[src/rtl/dr_frame_packer.sv]
// rtl/dr_frame_packer.sv - sample FIFO plus SOF/payload/checksum frame packer on a byte stream
// Optional frame sequence byte after SOF when PACKER_SEQ_EN is defined.
module dr_frame_packer #(
   parameter int         FIFO_DEPTH = 16,
   parameter int         FRAME_LEN  = 4,
   parameter logic [7:0] SOF_BYTE   = 8'hA5
) (
   input  logic                          clk,
   input  logic                          rst,
   input  logic [7:0]                    in_data,
   input  logic                          in_dr,
   output logic [7:0]                    out_data,
   output logic                          out_valid,
   input  logic                          out_ready,
   output logic [$clog2(FIFO_DEPTH):0]   fifo_level,
   output logic                          overflow,
   input  logic                          ovf_clr,
   output logic                          busy
);

   localparam int AW = $clog2(FIFO_DEPTH);
   localparam int LW = AW + 1;
   localparam int CW = $clog2(FRAME_LEN + 1);
   localparam logic [LW-1:0] DEPTH_LVL = LW'(FIFO_DEPTH);
   localparam logic [LW-1:0] FRAME_LVL = LW'(FRAME_LEN);
   localparam logic [CW-1:0] FRAME_CNT = CW'(FRAME_LEN);

`ifdef PACKER_SEQ_EN
   typedef enum logic [2:0] {ST_IDLE, ST_SOF, ST_SEQ, ST_PAYLOAD, ST_CSUM} state_t;
`else
   typedef enum logic [2:0] {ST_IDLE, ST_SOF, ST_PAYLOAD, ST_CSUM} state_t;
`endif

   logic [7:0]    mem [FIFO_DEPTH];
   logic [AW-1:0] wr_ptr;
   logic [AW-1:0] rd_ptr;
   logic          fifo_full;
   logic          wr_en;
   logic          drop;
   logic          pop;
   logic [7:0]    head;

   state_t        state, state_n;
   logic [7:0]    out_data_n;
   logic          out_valid_n;
   logic [7:0]    acc, acc_n;
   logic [7:0]    sum;
   logic [CW-1:0] cnt, cnt_n;
   logic          xfer;
`ifdef PACKER_SEQ_EN
   logic [7:0]    seq, seq_n;
`endif

   // Fullness is judged on the registered level, so a pop in the same cycle never frees space.
   assign fifo_full = (fifo_level == DEPTH_LVL);
   assign wr_en     = in_dr && !fifo_full;
   assign drop      = in_dr && fifo_full;
   assign head      = mem[rd_ptr];
   assign xfer      = out_valid && out_ready;
   assign sum       = acc + out_data;
   assign busy      = (state != ST_IDLE);

   always_ff @(posedge clk) begin
      if (wr_en) begin
         mem[wr_ptr] <= in_data;
      end
   end

   always_ff @(posedge clk or negedge rst) begin
      if (!rst) begin
         wr_ptr     <= '0;
         rd_ptr     <= '0;
         fifo_level <= '0;
         overflow   <= 1'b0;
      end else begin
         if (wr_en) begin
            wr_ptr <= wr_ptr + AW'(1);
         end
         if (pop) begin
            rd_ptr <= rd_ptr + AW'(1);
         end
         case ({wr_en, pop})
            2'b10:   fifo_level <= fifo_level + LW'(1);
            2'b01:   fifo_level <= fifo_level - LW'(1);
            default: fifo_level <= fifo_level;
         endcase
         if (drop) begin
            overflow <= 1'b1;
         end else if (ovf_clr) begin
            overflow <= 1'b0;
         end
      end
   end

   always_ff @(posedge clk or negedge rst) begin
      if (!rst) begin
         state     <= ST_IDLE;
         out_data  <= 8'h00;
         out_valid <= 1'b0;
         acc       <= 8'h00;
         cnt       <= '0;
`ifdef PACKER_SEQ_EN
         seq       <= 8'h00;
`endif
      end else begin
         state     <= state_n;
         out_data  <= out_data_n;
         out_valid <= out_valid_n;
         acc       <= acc_n;
         cnt       <= cnt_n;
`ifdef PACKER_SEQ_EN
         seq       <= seq_n;
`endif
      end
   end

   // Every byte is loaded on the edge that transfers its predecessor, giving one byte per cycle.
   always_comb begin
      state_n     = state;
      out_data_n  = out_data;
      out_valid_n = out_valid;
      acc_n       = acc;
      cnt_n       = cnt;
      pop         = 1'b0;
`ifdef PACKER_SEQ_EN
      seq_n       = seq;
`endif
      case (state)
         ST_IDLE: begin
            if (fifo_level >= FRAME_LVL) begin
               out_data_n  = SOF_BYTE;
               out_valid_n = 1'b1;
               acc_n       = 8'h00;
               state_n     = ST_SOF;
            end
         end
         ST_SOF: begin
            if (xfer) begin
`ifdef PACKER_SEQ_EN
               out_data_n = seq;
               state_n    = ST_SEQ;
`else
               out_data_n = head;
               pop        = 1'b1;
               cnt_n      = CW'(1);
               state_n    = ST_PAYLOAD;
`endif
            end
         end
`ifdef PACKER_SEQ_EN
         ST_SEQ: begin
            if (xfer) begin
               out_data_n = head;
               pop        = 1'b1;
               cnt_n      = CW'(1);
               state_n    = ST_PAYLOAD;
            end
         end
`endif
         ST_PAYLOAD: begin
            if (xfer) begin
               acc_n = sum;
               if (cnt < FRAME_CNT) begin
                  out_data_n = head;
                  pop        = 1'b1;
                  cnt_n      = cnt + CW'(1);
               end else begin
                  out_data_n = sum;
                  state_n    = ST_CSUM;
               end
            end
         end
         ST_CSUM: begin
            if (xfer) begin
               out_valid_n = 1'b0;
               state_n     = ST_IDLE;
`ifdef PACKER_SEQ_EN
               seq_n       = seq + 8'h01;
`endif
            end
         end
         default: begin
            state_n     = ST_IDLE;
            out_valid_n = 1'b0;
         end
      endcase
   end

endmodule

[config.mk]
export PLATFORM = sky130hd
export DESIGN_NAME = dr_frame_packer
export DESIGN_NICKNAME = d
export VERILOG_FILES = /design/src/rtl/dr_frame_packer.sv
export SDC_FILE = /design/constraint.sdc
export NUM_CORES = 1
export LEC_CHECK = 0
export CORE_AREA = 2 2 124 126
export DETAILED_ROUTE_END_ITERATION = 10
export DIE_AREA = 0 0 126 128
export GPL_TIMING_DRIVEN = 0
export PLACE_DENSITY_LB_ADDON = 0.1
export SLEW_MARGIN = 20
export SYNTH_ARGS = -nofsm -noshare
export SYNTH_HDL_FRONTEND = slang
export SYNTH_SLANG_ARGS = --single-unit
[constraint.sdc]
create_clock -name clk -period 8 [get_ports clk]
set_input_delay 1.6 -clock clk [delete_from_list [all_inputs] [get_ports clk]]
set_output_delay 1.6 -clock clk [all_outputs]
set_load 0.01 [all_outputs]
; Word level (Yosys, flattened, before mapping)
; Memory sizes are Yosys's and may differ from the RTL's.
; Cells that the tools add are included.
[word_totals]
wordCells = 78
rom_bits = 0
latchBits = 0
output_inout_bits = 16
in_bits = 13
mem_count = 1
ram_bits = 128
regBits = 37
[classes]
n_shift = 0
bitwise_logic = 1
magnitude_cmp = 2
mul = 0
n_addsub = 6
muxes = 30
div_mod_pow = 0
reduce_logical = 17
eq_ne = 12
[mem_list]
columns = memory, depth, word_bits, read_ports, rd_ports_with_merged_regs, write_ports, line
row1 = mem, 16, 8, 1, 0, 1, 34  ; logic [7:0] mem [FIFO_DEPTH];
[op_table]
columns = operator, n
row1 = 8-bit two-way mux, 6
row2 = 3-bit two-way mux, 8
row3 = 8-bit one-hot mux with 3 select lines, 1
row4 = 8-bit one-hot mux with 2 select lines, 1
row5 = 2-bit inequality test (second input constant), 6
row6 = 3-bit one-hot mux with 4 select lines, 1
row7 = 5-bit one-hot mux with 2 select lines, 1
row8 = 1-bit two-way mux, 9
row9 = 4-bit by 1-bit adder with 4-bit output (second input constant), 2
row10 = 8-bit adder, 1
row11 = 4-bit AND reduction, 2
row12 = 2-bit nonzero test, 4
row13 = 3-bit by 2-bit equality test with 1-bit output (second input constant), 2
row14 = 3-bit one-hot mux with 2 select lines, 1
row15 = 3-bit AND reduction, 2
row16 = 3-bit nonzero test, 2
row17 = 5-bit by 1-bit adder with 5-bit output (second input constant), 1
row18 = 5-bit equality test (second input constant), 1
row19 = 5-bit by 3-bit greater-or-equal comparator with 1-bit output (second input constant), 1
row20 = 5-bit AND reduction, 1
row21 = 5-bit by 1-bit subtractor with 5-bit output (second input constant), 1
row22 = 3-bit by 1-bit adder with 3-bit output (second input constant), 1
row23 = 3-bit by 1-bit equality test with 1-bit output (second input constant), 1
row24 = 1-bit logical AND, 3
row25 = 9 further kinds, 9

; Longest topological paths before layout
; Gate-level depths: netlist (run 1).
[depth]
ltp_word = 6
depth_mapped = 15
ltp_nobuf = 13

; Least setup slack after synthesis (run 1)
; OpenSTA, ideal clock, no wires.
[synth_path]
kind = input to register
start = input out_ready
end = register fifo_level[4]
required_ns = 7.921
n_path_buf = 3
setup_ns = 0.079
setup_slack_ns = 4.319
arrival_ns = 3.602
stages = 13
path_cell_list = and2_1 buf_2 and2_1 clkbuf_1 ha_1 clkbuf_1 xor2_1 ha_1 a21o_1 nand2_1 a21o_1 a31oi_1 xor2_1
[synth_via]
elab_chain_cells = 5
[synth_lines]
columns = item, line
row1 = start: declaration, 14  ; input logic out_ready,
row2 = 1-bit logical AND (*), 59  ; assign xfer = out_valid && out_ready;
row3 = 1-bit two-way mux (on tied branches), "161, 138"
row4 = 1-bit one-hot mux with 2 select lines (*), 128  ; case (state)
row5 = named net pop, 40  ; logic pop;
row6 = 2-bit by 1-bit equality test with 1-bit output or 2-bit equality test (tied branches), 82  ; case ({wr_en, pop})
row7 = 5-bit one-hot mux with 2 select lines or 2-bit nonzero test (tied branches), -
row8 = end signal: assignment, 83  ; 2'b10: fifo_level <= fifo_level + LW'(1);
row9 = end signal: assignment, 84  ; 2'b01: fifo_level <= fifo_level - LW'(1);
row10 = end signal: assignment, 85  ; default: fifo_level <= fifo_level;
row11 = end: declaration, 15  ; output logic [$clog2(FIFO_DEPTH):0] fifo_level,
; The timed path passes the listed nets; every way through them passes the cells marked *.
; A chain may end at the register's enable or synchronous reset.

; Worst setup path after layout (run 1)
; Same ends and word-level chain as after synthesis.

==> flow_summary_export.csv, run 1 <==
group,metric,value,unit
global_route,grt_max_degree,25,
timing,setup_tns,0,ps
placement,place_inst,674,
detailed_routing,wl_per_cell,21.2,um
floorplanning,ios,29,
power,p_clk_frac,0.238,
timing,setup_viol,0,
synth,postSynthCellCount,453,
placement,hpwlAfterDp,9870,um
global_route,grt_pass1_vias,4067,
global_route,grt_first_pass_wirelength,23400,um
synth,synth_cell_types,54,
placement,place_ws,3490,ps
placement,portBuffers,28,
synth,synth-async-reset-ratio,0.220,
detailed_routing,antenna_left,0,
cts,clk_path_buf_depth,2,
synth,ys_seq_area_frac,0.657,
final_layout,drive_above_1_share,0.172,
detailed_routing,drt_pass1_iterations,4,
synth,yosysMostFrequentCell,"edfxtp_1",
timing,post-route-period-util,0.511,
worst_setup_path,r2r_setup_slack,4610,ps
detailed_routing,drtIter0Drc,301,
final_layout,fin_nets,539,
flow_run,maxCapViolCount,0,
floorplanning,die_area,0.0161,sq mm
power,switchingPower,1080,uW
synth,synth_top_area_cell,"edfxtp_1",
floorplanning,die_h,128,um
floorplanning,row_count,45,
worst_setup_path,path_max_fanout,10,
final_layout,syn2layout_area_growth,15.6,%
synth,netlist_top_cells_area,"edfxtp_1, dfrtp_1, mux4_2",
cts,hold_buffers,0,
synth,syn-num-nets,487,
worst_setup_path,cp_num_buf_inv,4,
detailed_routing,num_vias,4007,
synth,syn-mean-instance-area,15.9,sq um
cts,clkTransAtPathRegs,60,ps
synth,ys_ff_latch,164,
worst_setup_path,crit_family,"buffers and inverters",
timing,fin_ws,3910,ps
synth,synth_area,0.00722,sq mm
power,cellPowerDensity,372,mW/mm^2
global_route,grt_remaining_overflow,0,
cts,clk_latency,420,ps
floorplanning,fp.coreArea,0.0149,sq mm
power,p_total,3100,uW
floorplanning,initial_utilization,0.486,
worst_setup_path,max_stage_delay,500,ps
synth,synth_commonest_cells,"edfxtp_1, dfrtp_1, nand2_1, mux4_2, nor2_1",
cts,numCtsBuffers,17,
worst_setup_path,critPathArrivalTime,4440,ps
timing,hold_viol,0,
floorplanning,die_w,126,um
placement,place.gp.congestion,0.818,
timing,rsz0062_at_grt,"false",
outcome,status,"finished clean",
detailed_routing,vias_per_cell,5.68,
detailed_routing,drc,0,
timing,hold_ws,490,ps
worst_setup_path,critPathLaunchType,"input port",
timing,min_period,4090,ps
global_route,antenna_found_initial,0,
hold_path,hold_class,"reg2reg",
power,swShare,0.347,
worst_setup_path,path_cells,"clkdlybuf4s50_1 -> and2_1 -> buf_2 -> and2_1 -> clkbuf_1 -> ha_1 -> clkbuf_1 -> xor2_1 -> ha_1 -> a21o_1 -> nand2_1 -> a21o_1 -> a31oi_1 -> xor2_1",
worst_setup_path,required,8350,ps
timing,max_freq,0.244,GHz
final_layout,n_antenna_cell,0,
worst_setup_path,critPathKind,"in2reg",
detailed_routing,routed_wirelength,15000,um
power,p_int,2020,uW
timing,worstMarginPinSlew,1100,ps
timing,fin_worst_skew,7.16,ps
synth,yosysWarnings,0,
timing,slew_headroom,0.264,
cts,clock_sinks,164,
timing,slew_viol_final,0,
power,pwr-share-seq,0.375,
worst_setup_path,critPathCaptureType,"flip-flop",
synth,synth_top_area_frac,0.532,
power,max-vdd-ir-drop,0.176,mV
synth,synth_flop_cell,"edfxtp_1",
cts,cts_max_level,4,
cts,cts_root_buf,"clkbuf_16",
power,p_leak,0.00296,uW
global_route,groute.usage.overall,0.200,
final_layout,finalNonFillerCells,706,
cts,postCtsSetupRepairBufs,0,
power,p_comb_frac,0.387,
worst_setup_path,slowest_stage,"clkdlybuf4s50_1",
cts,post_cts_resized,0,
cts,cts_tree,"built",
synth,synth_enable_flop_cells,128,
==> metrics by stage <==
step | area (sq um) | utilization
after detailed placement | 7810 | 0.525
after global placement | 7730 | 0.520
final | 8350 | 0.561
after global routing | 8350 | 0.561
after CTS | 8340 | 0.561
after floorplan | 7220 | -
==> path summary, 6_finish.rpt <==
path                       cells past startpoint            startpoint                   endpoint
setup / recovery                              14             out_ready  fifo_level[4]$_DFFE_PN0P_
hold / removal                                 2    acc[2]$_DFFE_PN0P_         acc[2]$_DFFE_PN0P_
setup reg to reg                              15  state[0]$_DFFE_PN0P_  fifo_level[4]$_DFFE_PN0P_
hold reg to reg                                2    acc[2]$_DFFE_PN0P_         acc[2]$_DFFE_PN0P_
max in group asynchronous                      2                   rst    out_data[6]$_DFFE_PN0P_
min in group asynchronous                      1                   rst  fifo_level[2]$_DFFE_PN0P_
==> registers in the layout (all words and copies together) (netlist names), 2 cells and up <==
register	count
out_data	8
state	2
acc	8
cnt	3
wr_ptr	4
mem	128
rd_ptr	4
fifo_level	5
==> power groups by stage <==
stage                     clock (uW)  combinational, uW  sequential (uW)
final                            738               1200             1160
after global routing             787               1330             1180
after CTS                        755               1220             1160
after detailed placement           0               1220             1180
after global placement             0               1180             1170
after floorplan                    0                834             1170
==> final cells by class <==
type | count | area [sq um]
Fill cell | 1200 | 6520
Sequential cell | 164 | 4740
Multi-Input combinational cell | 250 | 2310
Clock buffer | 18 | 429
Timing Repair Buffer | 33 | 333
Tap cell | 188 | 235
Buffer | 24 | 133
Clock inverter | 14 | 104
Inverter | 15 | 56.3
==> placed cells by master, fill, tap and decap left out, types with 5 or more instances in the layout <==
cell and count:
edfxtp_1 128, dfrtp_1 36, nand2_1 32, mux4_2 28, clkdlybuf4s50_1 27, nor2_1 26, ha_1 20, o21ai_0 18
clkbuf_16 17, inv_1 15, buf_2 10, a21oi_1 10, xnor2_1 10, clkbuf_1 9, mux4_1 9, nand3_1 8
xor2_1 6, a21o_1 6, nor3_2 5, mux2i_1 5
==> logic make-up after synthesis <==
logic type	share of synthesized area
xor+xnor	0.0194
simple gates	0.0659
compound gates	0.0607
buf+inv	0.0262
fa+ha+maj	0.0374
mux	0.133
flops	0.657
==> per-layer routing <==
layer	global-route usage	part of all wire	vias up
li1	-	-	1870
met1	0.253	0.43	2057
met2	0.346	0.52	67
met3	0.0451	0.037	13
met4	0.0621	0.0096	0
met5	0	0	-
==> worst reg2reg max path, delay by kind of cell, from the launching register on <==
kind | cells | cell delay, ps
AOI/OAI and AO/OA | 4 | 730
xor gates and xnor gates | 2 | 340
adders and majority gates | 3 | 640
buffers and inverters | 3 | 700
DFF | 1 | 410
and+or+nand+nor | 3 | 510
Note: power is estimated with default switching activity, not from simulation.
==> inputs of run 2 (changes only) <==
- clock period: 8 -> 4.23 ns (I/O delays scaled with it)
==> results of run 2 <==
Same layout as run 1 (identical final DEF). Status: finished clean.
Among the figures that moved: setup slack after placement 3490 ps -> 475 ps; setup slack after layout 3910 ps -> 836 ps; hold slack 490 ps -> 316 ps; start point of the critical path out_ready -> state[0]$_DFFE_PN0P_; register-to-register setup slack 4610 ps -> 840 ps; total power 3100 uW -> 5870 uW; worst IR drop on VDD 0.176 mV -> 0.332 mV
